[src/rtl/alarm_controller_if.sv]
// Signal bundle between the time-compare/button front end and the alarm sequencer.
// master drives the comparator, tick and button inputs; slave is the sequencer itself.
interface alarm_controller_if;
    logic       sec_tick;
    logic       hr_eq;
    logic       min_eq;
    logic       alarm_en;
    logic       snooze_btn;
    logic       stop_btn;
    logic       buzzer;
    logic       ringing;
    logic       snoozing;
    logic [1:0] snooze_count;
    logic       missed;

    modport master (
        output sec_tick, hr_eq, min_eq, alarm_en, snooze_btn, stop_btn,
        input  buzzer, ringing, snoozing, snooze_count, missed
    );

    modport slave (
        input  sec_tick, hr_eq, min_eq, alarm_en, snooze_btn, stop_btn,
        output buzzer, ringing, snoozing, snooze_count, missed
    );
endinterface

[src/rtl/alarm_controller.sv]
// Alarm sequencer: fires on the rising edge of hour&minute match, rings with a
// timeout, and allows a bounded number of timed snoozes per alarm event.
module alarm_controller #(
    parameter int RING_SECS   = 60,
    parameter int SNOOZE_SECS = 300,
    parameter int MAX_SNOOZES = 3
) (
    input  logic               clk,
    input  logic               reset,
    alarm_controller_if.slave  bus
);
    typedef enum logic [1:0] {IDLE, RINGING, SNOOZE} state_t;

    localparam logic [8:0] RING_LAST = 9'(RING_SECS - 1);
    localparam logic [8:0] SNZ_INIT  = 9'(SNOOZE_SECS);
    localparam logic [1:0] SNZ_MAX   = 2'(MAX_SNOOZES);

    state_t     r_state;
    logic [8:0] r_ring_cnt;
    logic [8:0] r_snz_cnt;
    logic       r_match_d;
    logic       r_primed;
    logic       r_snz_d;
    logic       r_stop_d;
    logic       r_buzzer;
    logic       r_ringing;
    logic       r_snoozing;
    logic       r_missed;
    logic [1:0] r_snooze_count;

    logic w_match;
    logic w_trigger;
    logic w_snz_edge;
    logic w_stop_edge;

    // A match already in progress when reset releases must not fire: the
    // match has to be seen low once before a rising edge is trusted.
    assign w_match     = bus.hr_eq & bus.min_eq;
    assign w_trigger   = w_match & ~r_match_d & bus.alarm_en & r_primed;
    assign w_snz_edge  = bus.snooze_btn & ~r_snz_d;
    assign w_stop_edge = bus.stop_btn & ~r_stop_d;

    always_ff @(posedge clk) begin
        if (reset) begin
            r_state        <= IDLE;
            r_ring_cnt     <= '0;
            r_snz_cnt      <= '0;
            r_match_d      <= 1'b0;
            r_primed       <= 1'b0;
            r_snz_d        <= 1'b0;
            r_stop_d       <= 1'b0;
            r_buzzer       <= 1'b0;
            r_ringing      <= 1'b0;
            r_snoozing     <= 1'b0;
            r_missed       <= 1'b0;
            r_snooze_count <= '0;
        end else begin
            r_match_d <= w_match;
            r_snz_d   <= bus.snooze_btn;
            r_stop_d  <= bus.stop_btn;
            r_missed  <= 1'b0;
            if (!w_match) r_primed <= 1'b1;

            if (!bus.alarm_en || (r_state != IDLE && w_stop_edge)) begin
                r_state        <= IDLE;
                r_buzzer       <= 1'b0;
                r_ringing      <= 1'b0;
                r_snoozing     <= 1'b0;
                r_snooze_count <= '0;
            end else begin
                case (r_state)
                    IDLE: begin
                        r_ring_cnt     <= '0;
                        r_snooze_count <= '0;
                        if (w_trigger) begin
                            r_state   <= RINGING;
                            r_buzzer  <= 1'b1;
                            r_ringing <= 1'b1;
                        end
                    end
                    RINGING: begin
                        // A snooze press at the limit falls through so the ring timeout still runs.
                        if (w_snz_edge && r_snooze_count < SNZ_MAX) begin
                            r_state        <= SNOOZE;
                            r_buzzer       <= 1'b0;
                            r_ringing      <= 1'b0;
                            r_snoozing     <= 1'b1;
                            r_snooze_count <= r_snooze_count + 2'd1;
                            r_snz_cnt      <= SNZ_INIT;
                        end else if (bus.sec_tick) begin
                            if (r_ring_cnt == RING_LAST) begin
                                r_state        <= IDLE;
                                r_buzzer       <= 1'b0;
                                r_ringing      <= 1'b0;
                                r_missed       <= 1'b1;
                                r_snooze_count <= '0;
                            end else begin
                                r_ring_cnt <= r_ring_cnt + 9'd1;
                            end
                        end
                    end
                    SNOOZE: begin
                        if (bus.sec_tick) begin
                            if (r_snz_cnt <= 9'd1) begin
                                r_state    <= RINGING;
                                r_buzzer   <= 1'b1;
                                r_ringing  <= 1'b1;
                                r_snoozing <= 1'b0;
                                r_ring_cnt <= '0;
                            end else begin
                                r_snz_cnt <= r_snz_cnt - 9'd1;
                            end
                        end
                    end
                    default: r_state <= IDLE;
                endcase
            end
        end
    end

    assign bus.buzzer       = r_buzzer;
    assign bus.ringing      = r_ringing;
    assign bus.snoozing     = r_snoozing;
    assign bus.snooze_count = r_snooze_count;
    assign bus.missed       = r_missed;
endmodule
[src/flat_wrapper.sv]
// flat-port wrapper written by rule: the top's interface ports become plain ports
module alarm_controller_flat 
#(
    parameter int RING_SECS   = 60,
    parameter int SNOOZE_SECS = 300,
    parameter int MAX_SNOOZES = 3
)
  (clk, reset, bus_sec_tick, bus_hr_eq, bus_min_eq, bus_alarm_en, bus_snooze_btn, bus_stop_btn, bus_buzzer, bus_ringing, bus_snoozing, bus_snooze_count, bus_missed);
  alarm_controller_if bus_i ();
  input  logic clk;
  input  logic reset;
  input wire logic [$bits(bus_i.sec_tick)-1:0] bus_sec_tick;
  input wire logic [$bits(bus_i.hr_eq)-1:0] bus_hr_eq;
  input wire logic [$bits(bus_i.min_eq)-1:0] bus_min_eq;
  input wire logic [$bits(bus_i.alarm_en)-1:0] bus_alarm_en;
  input wire logic [$bits(bus_i.snooze_btn)-1:0] bus_snooze_btn;
  input wire logic [$bits(bus_i.stop_btn)-1:0] bus_stop_btn;
  output wire logic [$bits(bus_i.buzzer)-1:0] bus_buzzer;
  output wire logic [$bits(bus_i.ringing)-1:0] bus_ringing;
  output wire logic [$bits(bus_i.snoozing)-1:0] bus_snoozing;
  output wire logic [$bits(bus_i.snooze_count)-1:0] bus_snooze_count;
  output wire logic [$bits(bus_i.missed)-1:0] bus_missed;
  assign bus_i.sec_tick = bus_sec_tick;
  assign bus_i.hr_eq = bus_hr_eq;
  assign bus_i.min_eq = bus_min_eq;
  assign bus_i.alarm_en = bus_alarm_en;
  assign bus_i.snooze_btn = bus_snooze_btn;
  assign bus_i.stop_btn = bus_stop_btn;
  assign bus_buzzer = bus_i.buzzer;
  assign bus_ringing = bus_i.ringing;
  assign bus_snoozing = bus_i.snoozing;
  assign bus_snooze_count = bus_i.snooze_count;
  assign bus_missed = bus_i.missed;
  alarm_controller #(.RING_SECS(RING_SECS), .SNOOZE_SECS(SNOOZE_SECS), .MAX_SNOOZES(MAX_SNOOZES)) u_core (.clk(clk), .reset(reset), .bus(bus_i));
endmodule
[config.mk]
export PLATFORM = sky130hd
export DESIGN_NAME = alarm_controller_flat
export DESIGN_NICKNAME = d
export VERILOG_FILES = /design/src/rtl/alarm_controller_if.sv /design/src/rtl/alarm_controller.sv /design/src/flat_wrapper.sv
export SDC_FILE = /design/constraint.sdc
export NUM_CORES = 1
export LEC_CHECK = 0
export CORE_MARGIN = 5
export CORE_UTILIZATION = 55
export DETAILED_ROUTE_END_ITERATION = 10
export PLACE_DENSITY = 0.83
export SYNTH_ARGS = -nofsm -noshare
export SYNTH_HDL_FRONTEND = slang
export SYNTH_SLANG_ARGS = --single-unit
[constraint.sdc]
create_clock -name clk -period 2.2 [get_ports clk]
set_input_delay 0.66 -clock clk [delete_from_list [all_inputs] [get_ports clk]]
set_output_delay 0.66 -clock clk [all_outputs]
set_load 0.05 [all_outputs]
==> results of run 1 <==
==> worst register-to-register path, cell delays in order, from the launching register on <==
cell and delay (ns):
dfxtp_1 0.34, ha_1 0.23, and4_1 0.24, a311oi_2 0.24, buf_4 0.15, o221ai_4 0.12
buf_6 0.16, or3_1 0.37, a21oi_2 0.16
==> final cells by class <==
class	instances	area (um2)	share of cell area, %
well taps	30	37.5	2.02
inverters	7	26.3	1.42
flip-flops and latches	29	582	31.4
multi-input cells	128	857	46.2
repair buffers	34	297	16.0
clock buffers	7	55.1	2.97
==> routing by layer <==
metal	share of wire (%)	global-route usage, %	up-vias
met5	0	0	-
met1	40	23.9	677
met4	3.8	14.9	0
met3	6.9	7.97	15
met2	50	34.9	60
li1	-	-	692
==> cells in the mapped netlist (all sizes together) <==
master	n
and4b	1
buf	5
a21oi	19
o21a	1
a221o	1
and4	1
ha	4
a21bo	1
nor3	3
clkbuf	1
dfxtp	29
or4bb	1
or4	4
nand2	14
nand4	2
nor3b	2
nand3	6
nor2b	5
or3	14
xor2	1
a22oi	2
a311oi	2
or2	2
nand2b	3
a31oi	3
o21ai	12
nor4	4
o221ai	1
xnor2	2
o31ai	3
nor2	10
o21bai	1
a211o	2
inv	7
or3b	1
==> cell usage in the layout (no fill, tap or decap), types with 2 or more instances in the layout <==
cell / count
nand2_1: 13
dfxtp_1: 28
a21oi_2: 3
clkbuf_4: 5
buf_4: 21
ha_1: 4
dlygate4sd2_1: 2
dlymetal6s2s_1: 4
a31oi_1: 3
or4_1: 3
o31ai_1: 3
nor2b_1: 5
nor4_1: 3
nand3_1: 6
a21oi_1: 16
inv_1: 7
clkdlybuf4s50_1: 6
o21ai_0: 11
nor2_1: 10
or2_2: 2
or3_4: 2
xnor2_1: 2
or3_1: 12
nand2b_1: 3
nand4_1: 2
nor3_1: 3
==> path summary, 6_finish.rpt <==
path / slack (ns) / to
worst max-delay path: 0.05 / u_core.r_ring_cnt[8]
worst min-delay path: 0.48 / u_core.bus.snoozing
worst max register to register: 0.11 / u_core.r_ring_cnt[8]
worst min register to register: 0.48 / u_core.bus.snoozing
==> registers in the layout, summed over array words and instances, names as in the netlist <==
register	flops
u_core.r_primed	1
u_core.bus.missed	1
u_core.bus.snooze_count	2
u_core.r_snz_cnt	9
u_core.r_state	2
u_core.bus.snoozing	1
u_core.bus.buzzer	1
u_core.r_ring_cnt	9
u_core.r_snz_d	1
u_core.r_stop_d	1
u_core.r_match_d	1
==> what timing repair did <==
| item | 4_1_cts | 5_1_grt |
|---|---|---|
| gates resized for setup | 3 | 18 |
| pin swaps | 1 | 5 |
| setup endpoints to repair | 8 | 14 |
==> logic make-up after synthesis <==
kind of cell / count (synthesis)
AO/OA/AOI/OAI: 48
XOR/XNOR: 3
adder cells (fa/ha/maj): 4
buffers and inverters: 13
flip-flops: 29
AND/OR/NAND/NOR: 73
==> power groups by stage <==
stage	combinational, mW	sequential (mW)	clock [mW]
floorplan	0.0424	0.547	0
global placement	0.0849	0.547	0
detailed placement	0.0875	0.547	0
CTS	0.0884	0.535	0.341
global route	0.101	0.536	0.368
finish	0.0939	0.535	0.330
==> stage by stage <==
step	util, %	hold WS [ns]
after floorplan	-	0.431
after CTS	71.6	0.478
after detailed placement	69.3	0.466
after global routing	74.2	0.505
final	74.2	0.484
after global placement	69.3	0.453
==> summary.md, run 1 <==
| Metric | Value |
|---|---|
| Status | `finished clean` |
| Clock Pin Slew Worst Setup and Hold Paths | `around 0.080 ns` |
| Total grt overflow | `0` |
| Post-route insts no fill | `roughly 240` |
| Die H | `between 60 and 70 um` |
| Xor/xnor share of the synthesized area | `under 10%` |
| Worst path bufs/invs | `3` |
| PwrDens | `between 500 and 600 nW/um2` |
| Max Root-Sink Buffers | `2` |
| Hold-fix buffers, CTS | `0` |
| Combinational share of power | `roughly a tenth` |
| Area Growth Syn to Fin | `28.0%` |
| Top-level I/O count | `14` |
| Share of cells above drive strength 1 | `22.9%` |
| Syn_area_per_cell | `between 8 and 9 um2` |
| Reg2reg path depth | `8` |
| Final Power | `roughly 0.96 mW` |
| Core ar. | `roughly 2500 um2` |
| Max Cap Viol | `0` |
| Synth Area in Compound Gates | `about a fifth` |
| Hold Startpoint | `u_core.bus.snoozing` |
| Placed inst area | `1730 um2` |
| Starting DRT DRC Count | `94` |
| Clock Power Share | `about 34%` |
| Peak Freq | `~470 MHz` |
| Sequential area share after synthesis | `between 40% and 50%` |
| Nets | `~220` |
| RSZ-0062 raised after global routing | `false` |
| Slew Limit Fails | `0` |
| Mapped Area | `roughly 1400 um2` |
| Req. time, crit path | `about 2.5 ns` |
| Final Hold Violating Endpoints | `0` |
| Gr usage total | `roughly 22%` |
| Synth Area in Simple Gates | `28.8%` |
| Main combinational cell family by area after synthesis | `simple AND/OR/NAND/NOR gates` |
| Hold Path Depth | `2` |
| Sw Ratio | `around a quarter` |
| Setup tns final | `0 ns` |
| Crit. path cell count | `8` |
| Drt first pass iters | `4` |
| Die X | `between 60 and 70 um` |
| Worst slew margin | `~66%` |
| Netlist cell types | `40` |
| Placed cells | `228` |
| Yosys top cell by area | `dfxtp_1` |
| Worst-margin pin slew | `just over 0.5 ns` |
| GP Congestion | `0.842` |
| DRC Markers | `0` |
| Antenna cells | `0` |
| P_leak | `between 0.7 and 0.8 nW` |
| Vias post-DR | `roughly 1.4k` |
| Final period util | `a little over nine tenths` |
| Initial antenna violation count | `0` |
| Crit path largest cell delay | `~0.42 ns` |
| Number of synthesized register bits | `29` |
| Post-CTS setup buffer count | `0` |
| Internal power | `0.729 mW` |
| CTS Buf Count | `5` |
| Worst Path Arrival | `approximately 2.4 ns` |
| Synth top area share | `approximately two fifths` |
| Net Sw Power | `between 0.2 and 0.25 mW` |
| Largest net degree at the start of global routing | `10` |
| Critical Path Start Type | `input pin` |
| Worst r2r src | `u_core.r_ring_cnt[0]` |
| Die area | `approximately 3800 um2` |
| CTS HTree Levels | `2` |
| Crit-path cells | `clkdlybuf4s50_1 -> nor2b_1 -> a311oi_2 -> buf_4 -> o221ai_4 -> buf_6 -> or3_1 -> a21oi_2` |
| Worst Setup Slack, final | `between 0.05 and 0.06 ns` |
| Placement-stage worst setup slack | `-0.417 ns` |
| Vias in the first global route | `~1.4k` |
| Skew final | `around 0.011 ns` |
| Gate Count Post-Synth | `170` |
| Starting Density | `58.0%` |
| Layout Cell Area excl Fill | `1850 um2` |
| Wire per inst | `between 15 and 20 um` |
| Minimum clock period | `roughly 2.1 ns` |
| Syn_nets | `around 180` |
| CP max FO | `7` |
| Port Buffers | `13` |
| Adder-Cell Fraction of Synth Area | `3.45%` |
| Top delay family on crit path | `buffers and inverters` |
| Clock Latency Late Sink | `0.33 ns` |
| YS warnings | `0` |
| WS Path Type | `input pin to flip-flop` |
| Mux cell area share after synthesis | `0%` |
| HPWL Detailed | `2670 um` |
| Global-route wire length before repair | `between 5000 and 6000 um` |
| Clock Sinks | `29` |
| Vias per cell | `between 6 and 7` |
| Final setup fails | `0` |
| CTS root buffer | `clkbuf_4` |
| Routed Antenna Nets | `0` |
| CTS tree | `yes` |
| Sequential Power Share | `between 50% and 60%` |
| Capturing element type of the critical path | `flip-flop` |
| Row count | `18` |
| Critical Path Slowest Stage Cell | `clkdlybuf4s50_1` |
| Worst min path class | `flip-flop to flip-flop` |
| Max VDD drop | `0.486 mV` |
| Fillers | `approximately 180` |
| Final WL | `around 3800 um` |
| Crit path from | `bus_stop_btn` |
| Synth top area cells | `dfxtp_1, a21oi_1, or3_1` |
Power figures use the tool's default switching activity.
==> run 2, diff against run 1 <==
Settings changed: CORE_UTILIZATION 55 to 50, GPL_TIMING_DRIVEN from default to 0, PLACE_DENSITY 0.83 to 0.8.
Clock period 2.2 ns to 1.8 ns, I/O delays scaled along.
==> summary.md, run 2 (synthesis gave the netlist of run 1 again) <==
| Metric | Value |
|---|---|
| Final period util | `112%` |
| Reg2reg path depth | `7` |
| Initial antenna violation count | `0` |
| Clock Latency Late Sink | `around 0.33 ns` |
| Top-level I/O count | `14` |
| Max Root-Sink Buffers | `2` |
| CP max FO | `3` |
| Max Cap Viol | `0` |
| Total grt overflow | `0` |
| Post-route insts no fill | `~240` |
| Max VDD drop | `roughly 0.58 mV` |
| Core ar. | `roughly 2800 um2` |
| Peak Freq | `497 MHz` |
| Highest metal used | `met4` |
| Setup tns final | `-2.02 ns` |
| Routed met3 length | `between 150 and 200 um` |
| Final setup fails | `18` |
| Status | `complete, but fails checks` |
| CTS HTree Levels | `2` |
| Reg2Reg Setup Slack | `-0.21 ns` |
| Worst min path class | `flip-flop to flip-flop` |
| Vias post-DR | `between 1.5k and 2k` |
| CTS Buf Count | `5` |
| Skew final | `0.00588 ns` |
| Die H | `approximately 64 um` |
| Met2 wire len | `between 2000 and 2500 um` |
| Failing checks | `negative setup slack` |
| DRC Markers | `0` |
| Reg2reg end | `u_core.r_snz_cnt[5]` |
| Routed Antenna Nets | `0` |
| Vias per cell | `about 6.2` |
| Share of cells above drive strength 1 | `between 30% and 40%` |
| Critical Path Start Type | `flip-flop` |
| Capturing element type of the critical path | `flip-flop` |
| Die X | `about 64 um` |
| Final Hold Violating Endpoints | `0` |
| Placed cells | `between 200 and 250` |
| WS Path Type | `flip-flop to flip-flop` |
| Worst r2r src | `u_core.r_snz_cnt[1]` |
| CTS tree | `yes` |
| Antenna cells | `0` |
| Die area | `roughly 4000 um2` |
| Most common cell after layout, fill and taps aside | `dfxtp_1` |
| Wire per inst | `about 18 um` |
| Final WL | `between 4000 and 5000 um` |
| Drt first pass iters | `4` |
| Starting Density | `a little over half` |
| Slew Limit Fails | `0` |
| Wl on met1 | `1690 um` |
| CTS root buffer | `clkbuf_4` |
| CP endpoint | `u_core.r_snz_cnt[5]` |
| Minimum clock period | `a little over 2 ns` |
| Placement-stage worst setup slack | `-0.720 ns` |
| Worst slew margin | `between 40% and 50%` |
| Clock Sinks | `29` |
| Clock Pin Slew Worst Setup and Hold Paths | `around 0.09 ns` |
| Nets | `~230` |
| RSZ-0062 raised after global routing | `true` |
| Crit path from | `u_core.r_snz_cnt[1]` |
| Most frequent cells in the layout | `dfxtp_1, buf_4, a21oi_1, nand2_1` |
| Row count | `19` |
| Worst Setup Slack, final | `-0.211 ns` |
| GP Congestion | `approximately 0.8` |
| Gr usage total | `between 20% and 30%` |
| Global-route wire length before repair | `~6600 um` |
| Port Buffers | `13` |
| Top Registers | `u_core.r_ring_cnt (9), u_core.r_snz_cnt (9)` |
| Worst Path Arrival | `2.27 ns` |
| Hold-fix buffers, CTS | `0` |
| Req. time, crit path | `slightly above 2 ns` |
| P_leak | `0.761 nW` |
| HPWL Detailed | `between 2000 and 2500 um` |
| Worst-margin pin slew | `between 0.7 and 0.8 ns` |
| Vias in the first global route | `between 1k and 1.5k` |
| Area Growth Syn to Fin | `45.3%` |
| Largest net degree at the start of global routing | `11` |
| PwrDens | `between 500 and 600 nW/um2` |
| Util after Layout | `between 70% and 80%` |
| Starting DRT DRC Count | `75` |
==> run 2: changes by cell type in the layout (fill, tap and decap cells not counted), sizes merged <==
cell and delta:
buf +5, clkdlybuf4s15 +3, dlygate4sd2 +4, clkdlybuf4s50 -3, clkbuf +3, dlymetal6s2s -4
==> run 2: critical path, stage by stage (launching register included) <==
cell and delay, ns:
dfxtp_2 0.34, inv_2 0.05, ha_4 0.14, o21bai_1 0.14, and4b_2 0.24, a211o_4 0.37, or4_1 0.51, a31oi_1 0.16
==> run 2: area by class of cell <==
type                            instances  area [um2]
Multi-Input combinational cell        128        1010
Timing Repair Buffer                   37         329
Clock buffer                            7        55.1
Buffer                                  5        41.3
Tap cell                               31        38.8
Inverter                                7        26.3
Fill cell                             191         652
Sequential cell                        29         602
==> run 2: what timing repair did <==
item,in CTS,in global routing
endpoints found under the setup margin,24,23
buffers inserted,18,6
pin swaps,23,14
gates resized for setup,48,21
gates cloned,1,0
==> run 2: worst min path at each step <==
stage,start,end,cells after the start
final,u_core.r_primed,u_core.r_primed,2
after global routing,u_core.r_ring_cnt[1],u_core.r_ring_cnt[1],2
after CTS,u_core.r_primed,u_core.r_primed,2
after detailed placement,u_core.r_primed,u_core.r_primed,2
after global placement,u_core.r_primed,u_core.r_primed,2
after floorplan,u_core.r_primed,u_core.r_primed,2
==> run 2: through the flow <==
stage / instance area [um2] / power [mW] / hold WS (ns)
3_5_place_dp: 1690 / 0.757 / 0.462
3_3_place_gp: 1690 / 0.752 / 0.448
6_report: 2110 / 1.19 / 0.493
2_1_floorplan: 1520 / 0.722 / 0.431
4_1_cts: 2010 / 1.18 / 0.484
5_1_grt: 2110 / 1.24 / 0.514
==> run 2: metal layers <==
layer / up-vias / track usage, %
met5: - / 0
met4: 0 / 7.79
met3: 14 / 4.55
met2: 45 / 36.6
met1: 750 / 22.3
li1: 708 / -
==> run 2: where the power goes <==
part | total [mW] | switching, mW | internal (mW) | leakage [nW]
Clock | 0.406 | 0.222 | 0.184 | 0.0314
Sequential | 0.649 | 0.00629 | 0.643 | 0.241
Combinational | 0.132 | 0.0688 | 0.0631 | 0.489
==> run 3, diff against run 2 <==
Settings changed: HOLD_SLACK_MARGIN from default to 0.12.
==> results of run 3 <==
Same layout as run 2: the final DEF is identical, and so are final timing and power.
